## src/rtl/seq_detect_group_if.sv

```systemverilog
// Serial pattern-detector bus: qualified data stream in, match pulses and
// saturating match count out.
interface seq_detect_group_if #(
  parameter int CNT_W = 8
);
  logic             data_valid;
  logic             data;
  logic             clr;
  logic             match;
  logic             not_match;
  logic [CNT_W-1:0] match_cnt;
  logic             cnt_sat;

  modport master (
    output data_valid, data, clr,
    input  match, not_match, match_cnt, cnt_sat
  );

  modport slave (
    input  data_valid, data, clr,
    output match, not_match, match_cnt, cnt_sat
  );
endinterface

```

## src/rtl/seq_detect_group.sv

```systemverilog
// Parametrised serial sync-word checker: framed or sliding window compare
// against a masked pattern, with a saturating match counter.
module seq_detect_group #(
  parameter int               WIDTH   = 6,
  parameter logic [WIDTH-1:0] PATTERN = WIDTH'(6'b011100),
  parameter logic [WIDTH-1:0] MASK    = {WIDTH{1'b1}},
  parameter int               MODE    = 0,
  parameter int               CNT_W   = 8
) (
  input logic               clk,
  input logic               rst_n,
  seq_detect_group_if.slave bus
);

  localparam int CW = $clog2(WIDTH);
  localparam logic [CW-1:0] LAST_IDX = CW'(WIDTH - 1);

  logic [WIDTH-1:0] srl_q, srl_next;
  logic [CW-1:0]    bit_cnt_q, bit_cnt_next;
  logic [CNT_W-1:0] cnt_q, cnt_next;
  logic             match_q, not_match_q, sat_q;
  logic             eval, hit, last_bit;

  // The compare looks at srl_next so the bit arriving this cycle closes the window;
  // in sliding mode the fill counter parks at the last index once full.
  always_comb begin
    srl_next     = srl_q;
    bit_cnt_next = bit_cnt_q;
    eval         = 1'b0;
    last_bit     = (bit_cnt_q == LAST_IDX);
    if (bus.data_valid) begin
      srl_next = {srl_q[WIDTH-2:0], bus.data};
      eval     = last_bit;
      if (!last_bit) begin
        bit_cnt_next = bit_cnt_q + 1'b1;
      end else if (MODE == 0) begin
        bit_cnt_next = '0;
      end
    end
    hit      = (((srl_next ^ PATTERN) & MASK) == '0);
    cnt_next = cnt_q;
    if (eval && hit && (cnt_q != '1)) begin
      cnt_next = cnt_q + 1'b1;
    end
  end

  always_ff @(posedge clk or negedge rst_n) begin
    if (!rst_n) begin
      srl_q       <= '0;
      bit_cnt_q   <= '0;
      match_q     <= 1'b0;
      not_match_q <= 1'b0;
      cnt_q       <= '0;
      sat_q       <= 1'b0;
    end else if (bus.clr) begin
      srl_q       <= '0;
      bit_cnt_q   <= '0;
      match_q     <= 1'b0;
      not_match_q <= 1'b0;
      cnt_q       <= '0;
      sat_q       <= 1'b0;
    end else begin
      srl_q       <= srl_next;
      bit_cnt_q   <= bit_cnt_next;
      match_q     <= eval && hit;
      not_match_q <= eval && !hit;
      cnt_q       <= cnt_next;
      sat_q       <= (cnt_next == '1);
    end
  end

  assign bus.match     = match_q;
  assign bus.not_match = not_match_q;
  assign bus.match_cnt = cnt_q;
  assign bus.cnt_sat   = sat_q;

endmodule
```

## src/flat_wrapper.sv

```systemverilog
// flat-port wrapper written by rule: the top's interface ports become plain ports
module seq_detect_group_flat 
#(
  parameter int               WIDTH   = 6,
  parameter logic [WIDTH-1:0] PATTERN = WIDTH'(6'b011100),
  parameter logic [WIDTH-1:0] MASK    = {WIDTH{1'b1}},
  parameter int               MODE    = 0,
  parameter int               CNT_W   = 8
)
  (clk, rst_n, bus_data_valid, bus_data, bus_clr, bus_match, bus_not_match, bus_match_cnt, bus_cnt_sat);
  seq_detect_group_if #(.CNT_W(CNT_W)) bus_i ();
  input logic clk;
  input logic rst_n;
  input wire logic [$bits(bus_i.data_valid)-1:0] bus_data_valid;
  input wire logic [$bits(bus_i.data)-1:0] bus_data;
  input wire logic [$bits(bus_i.clr)-1:0] bus_clr;
  output wire logic [$bits(bus_i.match)-1:0] bus_match;
  output wire logic [$bits(bus_i.not_match)-1:0] bus_not_match;
  output wire logic [$bits(bus_i.match_cnt)-1:0] bus_match_cnt;
  output wire logic [$bits(bus_i.cnt_sat)-1:0] bus_cnt_sat;
  assign bus_i.data_valid = bus_data_valid;
  assign bus_i.data = bus_data;
  assign bus_i.clr = bus_clr;
  assign bus_match = bus_i.match;
  assign bus_not_match = bus_i.not_match;
  assign bus_match_cnt = bus_i.match_cnt;
  assign bus_cnt_sat = bus_i.cnt_sat;
  seq_detect_group #(.WIDTH(WIDTH), .PATTERN(PATTERN), .MASK(MASK), .MODE(MODE), .CNT_W(CNT_W)) u_core (.clk(clk), .rst_n(rst_n), .bus(bus_i));
endmodule
```

## config.mk

```make
export PLATFORM = sky130hd
export DESIGN_NAME = seq_detect_group_flat
export DESIGN_NICKNAME = d
export VERILOG_FILES = /design/src/rtl/seq_detect_group_if.sv /design/src/rtl/seq_detect_group.sv /design/src/flat_wrapper.sv
export SDC_FILE = /design/constraint.sdc
export NUM_CORES = 1
export LEC_CHECK = 0
export ABC_AREA = 1
export BUFFER_PORTS_ARGS = -buffer_cell sky130_fd_sc_hd__buf_2
export CORE_UTILIZATION = 40
export CTS_CLUSTER_DIAMETER = 60
export DETAILED_ROUTE_END_ITERATION = 12
export PLACE_DENSITY = 0.65
export SLEW_MARGIN = 20
export SYNTH_ARGS = -nofsm -noshare
export SYNTH_HDL_FRONTEND = slang
export SYNTH_SLANG_ARGS = --single-unit
```

## constraint.sdc

```tcl
create_clock -name clk -period 1.7 [get_ports clk]
set_input_delay 0.085 -clock clk [delete_from_list [all_inputs] [get_ports clk]]
set_output_delay 0.085 -clock clk [all_outputs]
set_load 0.1 [all_outputs]
```

==> metrics.md, run 1 <==
| Metric | Value |
|---|---|
| CTS Root Cell | clkbuf_4 |
| Largest net degree at the start of global routing | 21 |
| Actual slew at the worst max-slew pin | 0.489 ns |
| Drt first pass iters | 8 |
| Cell-internal power | 0.000646 W |
| Post-DRT Antenna Nets | 0 |
| Clock sinks | 20 |
| Grt met3 use | just over 2% |
| HPWL after detailed placement | 1810 um |
| Sequential share of the synthesized area | 41.5% |
| Critical Path AT | 1.86 ns |
| Cell taking the most area after synthesis | dfrtp_1 |
| Vias in the first global route | 977 |
| Core area | approximately 2800 um2 |
| Cell Chain, Critical Path | ha_4 > nand2_4 > inv_4 > nand4_4 > nand4_4 > nand2_2 > nand2_2 > nor2_2 > nand3_1 > nor2_1 |
| M2 GR Usage | 28.6% |
| Gr ovfl total | 0 |
| Period utilization | 96.3% |
| Number of synthesized register bits | 20 |
| Data required, critical path | 1.93 ns |
| R2R Path End | u_core.bus.cnt_sat |
| RSZ-0062 raised after global routing | true |
| Grt met1 use | 22.5% |
| Post-synth net total | 169 |
| # port buffers | 15 |
| Drt drc | 4 |
| GRT Util Overall | roughly 17% |
| Share of layout cells above drive strength 1 | between 30 and 40% |
| First-pass GRT wire length | 4270 um |
| Via count | 1,079 |
| Gate power share | 11.0% |
| Synth top area share | 41.5% |
| Area of the multi-input gates | approximately 640 um2 |
| Seq pwr share | ~58% |
| Synth-to-layout area growth | 19.6% |
| Critical Path End Type | flop |
| Area after DPL | 1320 um2 |
| IO Count | 16 |
| Final instance area | 1440 um2 |
| Mapped Avg Cell Area | 7.40 um2 |
| DRT Wirelength | approximately 2500 um |
| Failing checks | DRC |
| Max Slew Vio Count | 0 |
| Initial DRC Count | 70 |
| R2R depth | 10 |
| Mapped cell area | about 1200 um2 |
| GPL Wtd Cong | 0.845 |
| Max-cap violation count | 0 |
| Num CTS Buffers | 3 |
| Max stage delay on crit path | ~0.53 ns |
| Vias/cell | 5.02 |
| NetSw | 0.000210 W |
| DR WL/cell | 11.7 um |
| H-tree depth | 1 |
| Initial antenna violation count | 0 |
| Endpoints failing setup | 0 |
| Final core occ | 51.4% |
| Pleak | 0.750 nW |
| Die height | 56.9 um |
| Register-to-Register Setup Slack | between 0.06 and 0.07 ns |
| Clock Skew | roughly 0.0052 ns |
| Cells after Synth | 163 |
| Slowest CP cell | dfrtp_4 |
| Startpoint Class | flop |
| Worst vdd ir | 0.348 mV |
| Outcome | finished with violations |
| Clk slew on worst S/H paths | 0.11 ns |
| Nets@finish | 191 |
| Synth warn | 0 |
| TNS Setup | 0 ns |
| Critical Path Start | u_core.bus.match_cnt[0] |
| Reg area | about 520 um2 |
| CTS tree | built |
| Final Hold Viols | 0 |
| Hold WC Path Type | in2reg |
| Post-route minimum period | 1.64 ns |
| Crit path to | u_core.bus.cnt_sat |
| Antenna cells | 0 |
| Relative slew slack | 67.6% |
| Die Wd | 56.9 um |
| R2R Path Start | u_core.bus.match_cnt[0] |
| Switching share of power | 24.6% |
| Critical Path Fanout Max | 6 |
| DIE AREA | 3240 um2 |
| Max Clk Rate | slightly above 600 MHz |
| Worst-Skew Late Latency | 0.29 ns |
| Cell row count | 19 |
| Yosys cell types | 22 |
| Longest Clk Path Bufs | 2 |
| GR peak layer | met2 |
| Crit Path Class | reg2reg |
| # fillers | ~290 |
| Initial core utilization | 43.0% |
| Pwr per Cell Area | 593 nW/um2 |
| Share of power burned in the clock network | between 30 and 40% |
| Area contributors post-synth | dfrtp_1, nand2_1, nor2_1, inv_1, nand4_4 |
==> registers in the layout, indices dropped and copies added, names as in the netlist <==
name / count
u_core.srl_q: 6
u_core.bit_cnt_q: 3
u_core.bus.match_cnt: 8
u_core.bus.match: 1
u_core.bus.cnt_sat: 1
u_core.bus.not_match: 1
==> through the flow <==
step / setup WS (ns) / hold WS [ns] / instances / power [W]
finish: 0.0635 / 0.146 / 215 / 0.000856
CTS: 0.0164 / 0.118 / 210 / 0.000869
detailed placement: 0.0526 / 0.0587 / 205 / 0.000595
global route: -0.0701 / 0.174 / 215 / 0.000908
global placement: 0.0501 / 0.0534 / 205 / 0.000594
floorplan: -0.0329 / -0.211 / 163 / 0.000573
==> area by class of cell <==
| type | count | share of cell area (%) |
|---|---|---|
| Clock buffer | 4 | 2.52 |
| Inverter | 22 | 5.90 |
| Multi-Input combinational cell | 117 | 44.1 |
| Sequential cell | 20 | 36.3 |
| Tap cell | 31 | 2.69 |
| Timing Repair Buffer | 21 | 8.50 |
==> layout by cell type, fill, tap and decap left out, types with 3 or more instances in the layout <==
| master | instances |
|---|---|
| o21ai_0 | 5 |
| buf_2 | 15 |
| nand2_4 | 3 |
| dfrtp_2 | 3 |
| dfrtp_1 | 12 |
| nand2_1 | 40 |
| nor2_2 | 4 |
| clkbuf_4 | 3 |
| dfrtp_4 | 5 |
| buf_4 | 5 |
| inv_1 | 19 |
| a21oi_1 | 3 |
| nand2_2 | 11 |
| nand4_1 | 5 |
| nand3_1 | 7 |
| xor2_1 | 3 |
| nor2_1 | 25 |
==> cell families (layout without fill, tap and decap cells) <==
| kind of cell | count (synthesis) | in the layout | share of synthesized area, % |
|---|---|---|---|
| buffers and inverters | 27 | 47 | 10.3 |
| AO/OA/AOI/OAI | 11 | 11 | 4.77 |
| adder cells (fa/ha/maj) | 1 | 1 | 1.04 |
| flip-flops | 20 | 20 | 41.5 |
| XOR/XNOR | 3 | 3 | 2.18 |
| AND/OR/NAND/NOR | 101 | 102 | 40.2 |
==> layer usage <==
metal  share of wire [%]  routed length, um
met5                   0                  0
met3                 3.5                 89
met1                  44               1120
met2                  51               1290
met4                0.83                 21
==> how the worst min path moves through the flow <==
stage	startpoint	endpoint	slack, ns	cells past startpoint
6_report	bus_data	u_core.srl_q[0]	0.15	5
5_1_grt	bus_clr	u_core.bus.match_cnt[0]	0.17	2
4_1_cts	bus_data	u_core.srl_q[0]	0.12	5
3_5_place_dp	rst_n	u_core.bus.match_cnt[1]	0.06	1
3_3_place_gp	rst_n	u_core.bus.match_cnt[1]	0.05	1
2_1_floorplan	rst_n	u_core.bit_cnt_q[0]	-0.21	0
==> synth_stat cells, drive strengths merged <==
| cell type | count |
|---|---|
| nor2 | 31 |
| nand3 | 7 |
| inv | 22 |
| xor2 | 3 |
| nor4 | 1 |
| o21ai | 7 |
| clkbuf | 2 |
| dfrtp | 20 |
| or2 | 1 |
| a211oi | 1 |
| a21oi | 3 |
| ha | 1 |
| nand2 | 54 |
| buf | 3 |
| nand4 | 7 |
==> timing repair <==
action	in CTS	in global routing
endpoints found under the hold margin	20	0
hold buffers	1	0
setup endpoints to repair	0	1
setup buffers	0	4
gates resized for setup	0	11
==> critical path, delay by kind of cell, from the launching register on <==
kind | cells | cell delay, ns
flip-flops | 1 | 0.53
buffers and inverters | 1 | 0.05
adder cells (fa/ha/maj) | 1 | 0.18
AND/OR/NAND/NOR | 8 | 0.81
==> power groups by stage <==
stage	clock network [W]	logic [W]	registers, W
floorplan	0	0.0000693	0.000504
global placement	0	0.0000891	0.000505
detailed placement	0	0.0000898	0.000505
CTS	0.000282	0.0000921	0.000496
global route	0.000301	0.000111	0.000497
finish	0.000267	0.0000940	0.000495
(Power assumes the default switching activity.)
==> inputs of run 2 (changes only) <==
- SETUP_SLACK_MARGIN: not set -> 0.1
==> run 2 against run 1 <==
The flow still finishes with violations (DRC). Die area unchanged. Critical endpoint unchanged. Critical path type unchanged. Clock skew up 0.0021 ns. Power down 2.2%. Setup slack better by 0.0094 ns. Cell count up 3.3%. Routed wire length up 10%. Design area up 6.7%. Worst hold slack worse by 0.011 ns.
==> metrics.md, run 2 (same netlist as run 1, synthesis figures left out) <==
| Metric | Value |
|---|---|
| Gr ovfl total | 0 |
| Actual slew at the worst max-slew pin | 0.485 ns |
| Share of layout cells above drive strength 1 | 38.2% |
| Startpoint Class | flop |
| Most frequent cells in the layout | nand2_1, nor2_1, inv_1, buf_2, nand2_2 |
| M2 GR Usage | 30.1% |
| Failing checks | DRC |
| GPL Wtd Cong | a little over 0.8 |
| Clock sinks | 20 |
| Longest Clk Path Bufs | 2 |
| Final Hold Viols | 0 |
| Worst-Skew Late Latency | about 0.30 ns |
| Area after DPL | 1330 um2 |
| Initial core utilization | 43.0% |
| Cell row count | 19 |
| H-tree depth | 1 |
| Pleak | around 0.78 nW |
| Share of power burned in the clock network | 28.3% |
| Period utilization | 95.7% |
| Synth-to-layout area growth | 27.6% |
| Most common cell after layout, fill and taps aside | nand2_1 |
| Nets@finish | 198 |
| Max Slew Vio Count | 0 |
| Max FFs per register | 8 |
| Seq pwr share | 59.3% |
| Num CTS Buffers | 3 |
| Die Wd | 56.9 um |
| First-pass GRT wire length | approximately 4600 um |
| Pwr per Cell Area | 544 nW/um2 |
| Max stage delay on crit path | 0.42 ns |
| GRT Util Overall | 18.3% |
| Hold WC Path Type | in2reg |
| Initial DRC Count | 49 |
| Cell-internal power | 0.000609 W |
| Switching share of power | 27.2% |
| Critical Path Fanout Max | 6 |
| Setup ws final | 0.0729 ns |
| Die height | 56.9 um |
| Crit Path Class | reg2reg |
| GR peak layer | met2 |
| Vias/cell | 5.16 |
| DRT Wirelength | between 2000 and 3000 um |
| Critical Path AT | 1.86 ns |
| # port buffers | 15 |
| Clk slew on worst S/H paths | about 0.12 ns |
| Endpoints failing setup | 0 |
| Cell Chain, Critical Path | inv_1 > nand2_1 > nand2_2 > nand2_2 > nor2_4 > nand4_4 > nand2_2 > nand2_2 > nor2_2 > nand3_1 > nor2_1 |
| Final instance area | 1540 um2 |
| IO Count | 16 |
| Most used cell, CP | nand2_2 |
| Post-DRT Antenna Nets | 0 |
| Slowest CP cell | dfrtp_1 |
| Relative slew slack | about two thirds |
| HPWL after detailed placement | 1860 um |
| DIE AREA | 3240 um2 |
| DR WL/cell | 12.5 um |
| CTS Root Cell | clkbuf_4 |
| Initial antenna violation count | 0 |
| Gate power share | 12.4% |
| Largest net degree at the start of global routing | 21 |
| Max-cap violation count | 0 |
| Via count | 1,145 |
| Data required, critical path | 1.93 ns |
| Grt met1 use | 23.6% |
| Outcome | finished with violations |
| Grt met3 use | ~3% |
| Post-route minimum period | 1.63 ns |
| CTS tree | built |
| Setup WS pre-CTS | 0.0393 ns |
| Antenna cells | 0 |
| NetSw | 0.000227 W |
| Worst vdd ir | 0.256 mV |
| RSZ-0062 raised after global routing | true |
| Max Clk Rate | 615 MHz |
| Vias in the first global route | 1,028 |
| Clock Skew | roughly 0.0073 ns |
| Critical Path End Type | flop |
| Core area | roughly 2800 um2 |
| Drt first pass iters | 8 |
| Drt drc | 2 |
[run 2: changes by cell type in the layout (fill, tap and decap cells not counted), moves of 2 or more]
cell | previous run | this run
nand2_2 | 11 | 14
nand2_1 | 40 | 37
buf_4 | 5 | 10
nor2_4 | 2 | 4
[run 2: worst max-delay path: cells and delay by family, from the launching register on]
family | cells | cell delay [ns]
and+or+nand+nor | 10 | 1.06
buffers and inverters | 1 | 0.08
DFF | 1 | 0.42
[run 2: cell type report]
type | count | area [um2]
Timing Repair Buffer | 28 | 191
Clock buffer | 4 | 26.3
Fill cell | 269 | 1270
Multi-Input combinational cell | 117 | 674
Tap cell | 31 | 38.8
Inverter | 22 | 85.1
Sequential cell | 20 | 523
[run 2: worst paths after layout]
check	startpoint	endpoint	slack [ns]	cells after the start
max	u_core.srl_q[1]	u_core.bus.cnt_sat	0.07	11
min	bus_data	u_core.srl_q[0]	0.13	5
max reg2reg	u_core.srl_q[1]	u_core.bus.cnt_sat	0.07	11
min reg2reg	u_core.srl_q[5]	u_core.srl_q[5]	0.59	2
max in group asynchronous	rst_n	u_core.bus.match_cnt[0]	1.10	2
min in group asynchronous	rst_n	u_core.bus.match_cnt[3]	0.25	2
[run 2: per-layer routing]
metal	vias up	wire [um]
met2	24	1350
met1	553	1280
met5	-	0
met4	0	47
met3	4	102
li1	564	-
[run 2: through the flow]
| stage | setup TNS (ns) | hold slack, ns | power, W | utilization (%) | instances |
|---|---|---|---|---|---|
| after floorplan | -0.0329 | -0.211 | 0.000573 | - | 163 |
| after detailed placement | 0 | 0.0573 | 0.000599 | 47.5 | 206 |
| after global placement | 0 | 0.0569 | 0.000596 | 47.5 | 206 |
| after CTS | 0 | 0.134 | 0.000831 | 49.9 | 214 |
| final | 0 | 0.135 | 0.000837 | 54.9 | 222 |
| after global routing | -0.0181 | 0.148 | 0.000877 | 54.9 | 222 |
[run 2: timing repair]
| item | in CTS | in global routing |
|---|---|---|
| pin swaps | 0 | 21 |
| hold buffers | 1 | 0 |
| setup endpoints to repair | 1 | 4 |
| setup buffers | 2 | 8 |
| endpoints found under the hold margin | 20 | 0 |
| gates cloned | 1 | 0 |
| gates resized for setup | 2 | 20 |
[run 2: power by group through the flow]
stage	registers, W	clock network, W	logic (W)
after floorplan	0.000504	0	0.0000693
after global placement	0.000505	0	0.0000914
after detailed placement	0.000505	0	0.0000935
after CTS	0.000495	0.000239	0.0000971
after global routing	0.000497	0.000261	0.000119
final	0.000496	0.000237	0.000104
==> inputs of run 3 (changes only) <==
- CORE_ASPECT_RATIO: not set -> 0.9
- SETUP_SLACK_MARGIN: 0.1 -> 0.15
==> run 3 against run 2 <==
The run now ends clean. Count of clock-buffer cells in the layout unchanged. Design area down 6.3%. Clock skew up 0.0052 ns. Routed wire length down 7.3%. Sequential share of layout area up 2.3 points. Combinational power down 10%. Sequential power about the same. Utilization down 3.6 points. Register-to-register slack about the same. Critical path depth down 1. Largest power group unchanged.
==> metrics.md, run 3 (same netlist as run 1, synthesis figures left out) <==
| Metric | Value |
|---|---|
| Vias/cell | around 4.8 |
| Worst hold path depth | 5 |
| Total design power | 0.000827 W |
| DR WL/cell | roughly 12 um |
| Post-route minimum period | ~1.6 ns |
| Slowest CP cell | dfrtp_4 |
| Synth-to-layout area growth | 19.6% |
| Max Clk Rate | 613 MHz |
| Max FFs per register | 8 |
| Most frequent cells in the layout | nand2_1, nor2_1, inv_1, buf_2, dfrtp_1 |
| Antenna cells | 0 |
| IO Count | 16 |
| GRT Util Overall | 18.1% |
| CTS Root Cell | clkbuf_4 |
| Crit Path Class | reg2reg |
| CTS tree | built |
| Hold WC Path Type | in2reg |
| Via count | 1,081 |
| Worst-Skew Late Latency | 0.31 ns |
| Max Slew Vio Count | 0 |
| Nets@finish | 190 |
| R2R depth | 10 |
| Cell row count | 18 |
| Register-to-Register Setup Slack | about 0.069 ns |
| Pwr per Cell Area | 573 nW/um2 |
| R2R Path End | u_core.bus.cnt_sat |
| Endpoints failing setup | 0 |
| HP Start | bus_data |
| Worst Hold Path EP | u_core.srl_q[0] |
| TNS Setup | 0 ns |
| Initial DRC Count | 24 |
| Die height | 54.1 um |
| Share of layout cells above drive strength 1 | 31.7% |
| GPL Wtd Cong | 0.777 |
| Initial antenna violation count | 0 |
| First-pass GRT wire length | about 4300 um |
| Worst vdd ir | between 0.2 and 0.3 mV |
| Critical Path Fanout Max | 6 |
| Pleak | 0.744 nW |
| Clk slew on worst S/H paths | 0.12 ns |
| Drt first pass iters | 5 |
| Vias in the first global route | 939 |
| DRT Wirelength | 2580 um |
| Max stage delay on crit path | ~0.51 ns |
| Data required, critical path | 1.94 ns |
| # port buffers | 15 |
| Startpoint Class | flop |
| Clock sinks | 20 |
| Drt drc | 0 |
| RSZ-0062 raised after global routing | true |
| Outcome | complete, no violations |
| Initial core utilization | 42.8% |
| Largest net degree at the start of global routing | 21 |
| Critical Path End Type | flop |
| Core area | 2820 um2 |
| DIE AREA | 3240 um2 |
| R2R Path Start | u_core.bus.match_cnt[0] |
| Period utilization | 96.0% |
| HPWL after detailed placement | 1760 um |
| Cell Chain, Critical Path | ha_4 > nand2_4 > inv_4 > nand4_4 > nand4_4 > nand2_2 > nand2_2 > nor2_2 > nand3_1 > nor2_1 |
| Post-DRT Antenna Nets | 0 |
| Die Wd | 59.9 um |
| H-tree depth | 1 |
| Final Hold Viols | 0 |
| Longest Clk Path Bufs | 2 |
| Num CTS Buffers | 3 |
| Critical Path AT | 1.88 ns |
| # fillers | 277 |
| Most common cell after layout, fill and taps aside | nand2_1 |
| Actual slew at the worst max-slew pin | 0.485 ns |
| Max-cap violation count | 0 |
| Relative slew slack | ~68% |
| Clock Skew | roughly 0.012 ns |
| Gr ovfl total | 0 |
==> run 3: cell count changes in the layout (fill, tap and decap cells not counted), sizes merged <==
cell,before,now
buf,27,19
==> run 3: repair_timing <==
| action | 4_1_cts | 5_1_grt |
|---|---|---|
| resized for setup | 0 | 12 |
| buffers inserted | 3 | 1 |
| endpoints found under the hold margin | 20 | 0 |
| hold buffers | 1 | 0 |
| gates cloned | 1 | 0 |
| pin swaps | 0 | 7 |
| setup endpoints to repair | 3 | 7 |
==> run 3: worst max path at each step <==
stage	from	end	slack, ns	cells past startpoint
3_3_place_gp	u_core.bus.match_cnt[0]	u_core.bus.cnt_sat	0.04	10
4_1_cts	u_core.bus.match_cnt[1]	u_core.bus.cnt_sat	0.05	10
6_report	u_core.bus.match_cnt[0]	u_core.bus.cnt_sat	0.07	10
3_5_place_dp	u_core.bus.match_cnt[0]	u_core.bus.cnt_sat	0.008	10
5_1_grt	u_core.bit_cnt_q[0]	u_core.bus.cnt_sat	0.008	9
2_1_floorplan	u_core.bus.match_cnt[0]	u_core.bus.cnt_sat	-0.03	11
==> run 3: per-layer routing <==
layer	up-vias	routed length [um]	GRT usage, %
met5	-	0	0
met4	0	36	6.98
met3	7	87	3.61
met2	26	1190	27.4
met1	503	1260	25.2
li1	545	-	-
==> run 3: report_power, final <==
group	leakage, nW	internal [W]	switching, W
Clock	0.0150	0.0000915	0.000146
Combinational	0.470	0.0000272	0.0000664
Sequential	0.259	0.000487	0.00000810
==> run 3: area by class of cell <==
| cell class | instances | area [um2] | share of cell area, % |
|---|---|---|---|
| well taps | 40 | 50.0 | 3.47 |
| clock buffers | 4 | 26.3 | 1.82 |
| flip-flops and latches | 20 | 523 | 36.3 |
| multi-input cells | 117 | 643 | 44.6 |
| repair buffers | 20 | 115 | 7.98 |
| inverters | 22 | 85.1 | 5.90 |
==> run 3: worst max-delay path: cells and delay by family (launching register included) <==
kind / cells / cell delay, ns
flip-flops: 1 / 0.51
AND/OR/NAND/NOR: 8 / 0.83
adder cells (fa/ha/maj): 1 / 0.18
buffers and inverters: 1 / 0.05
==> run 3: per-stage QoR <==
step                setup WS (ns)  hold slack [ns]  instances  area [um2]  util [%]
finish                     0.0686            0.118        223        1440      51.2
global route              0.00807            0.136        223        1440      51.2
CTS                        0.0508            0.116        222        1400      49.7
detailed placement        0.00765           0.0564        213        1330      47.2
global placement           0.0358           0.0552        213        1330      47.2
floorplan                 -0.0329           -0.211        163        1240         -
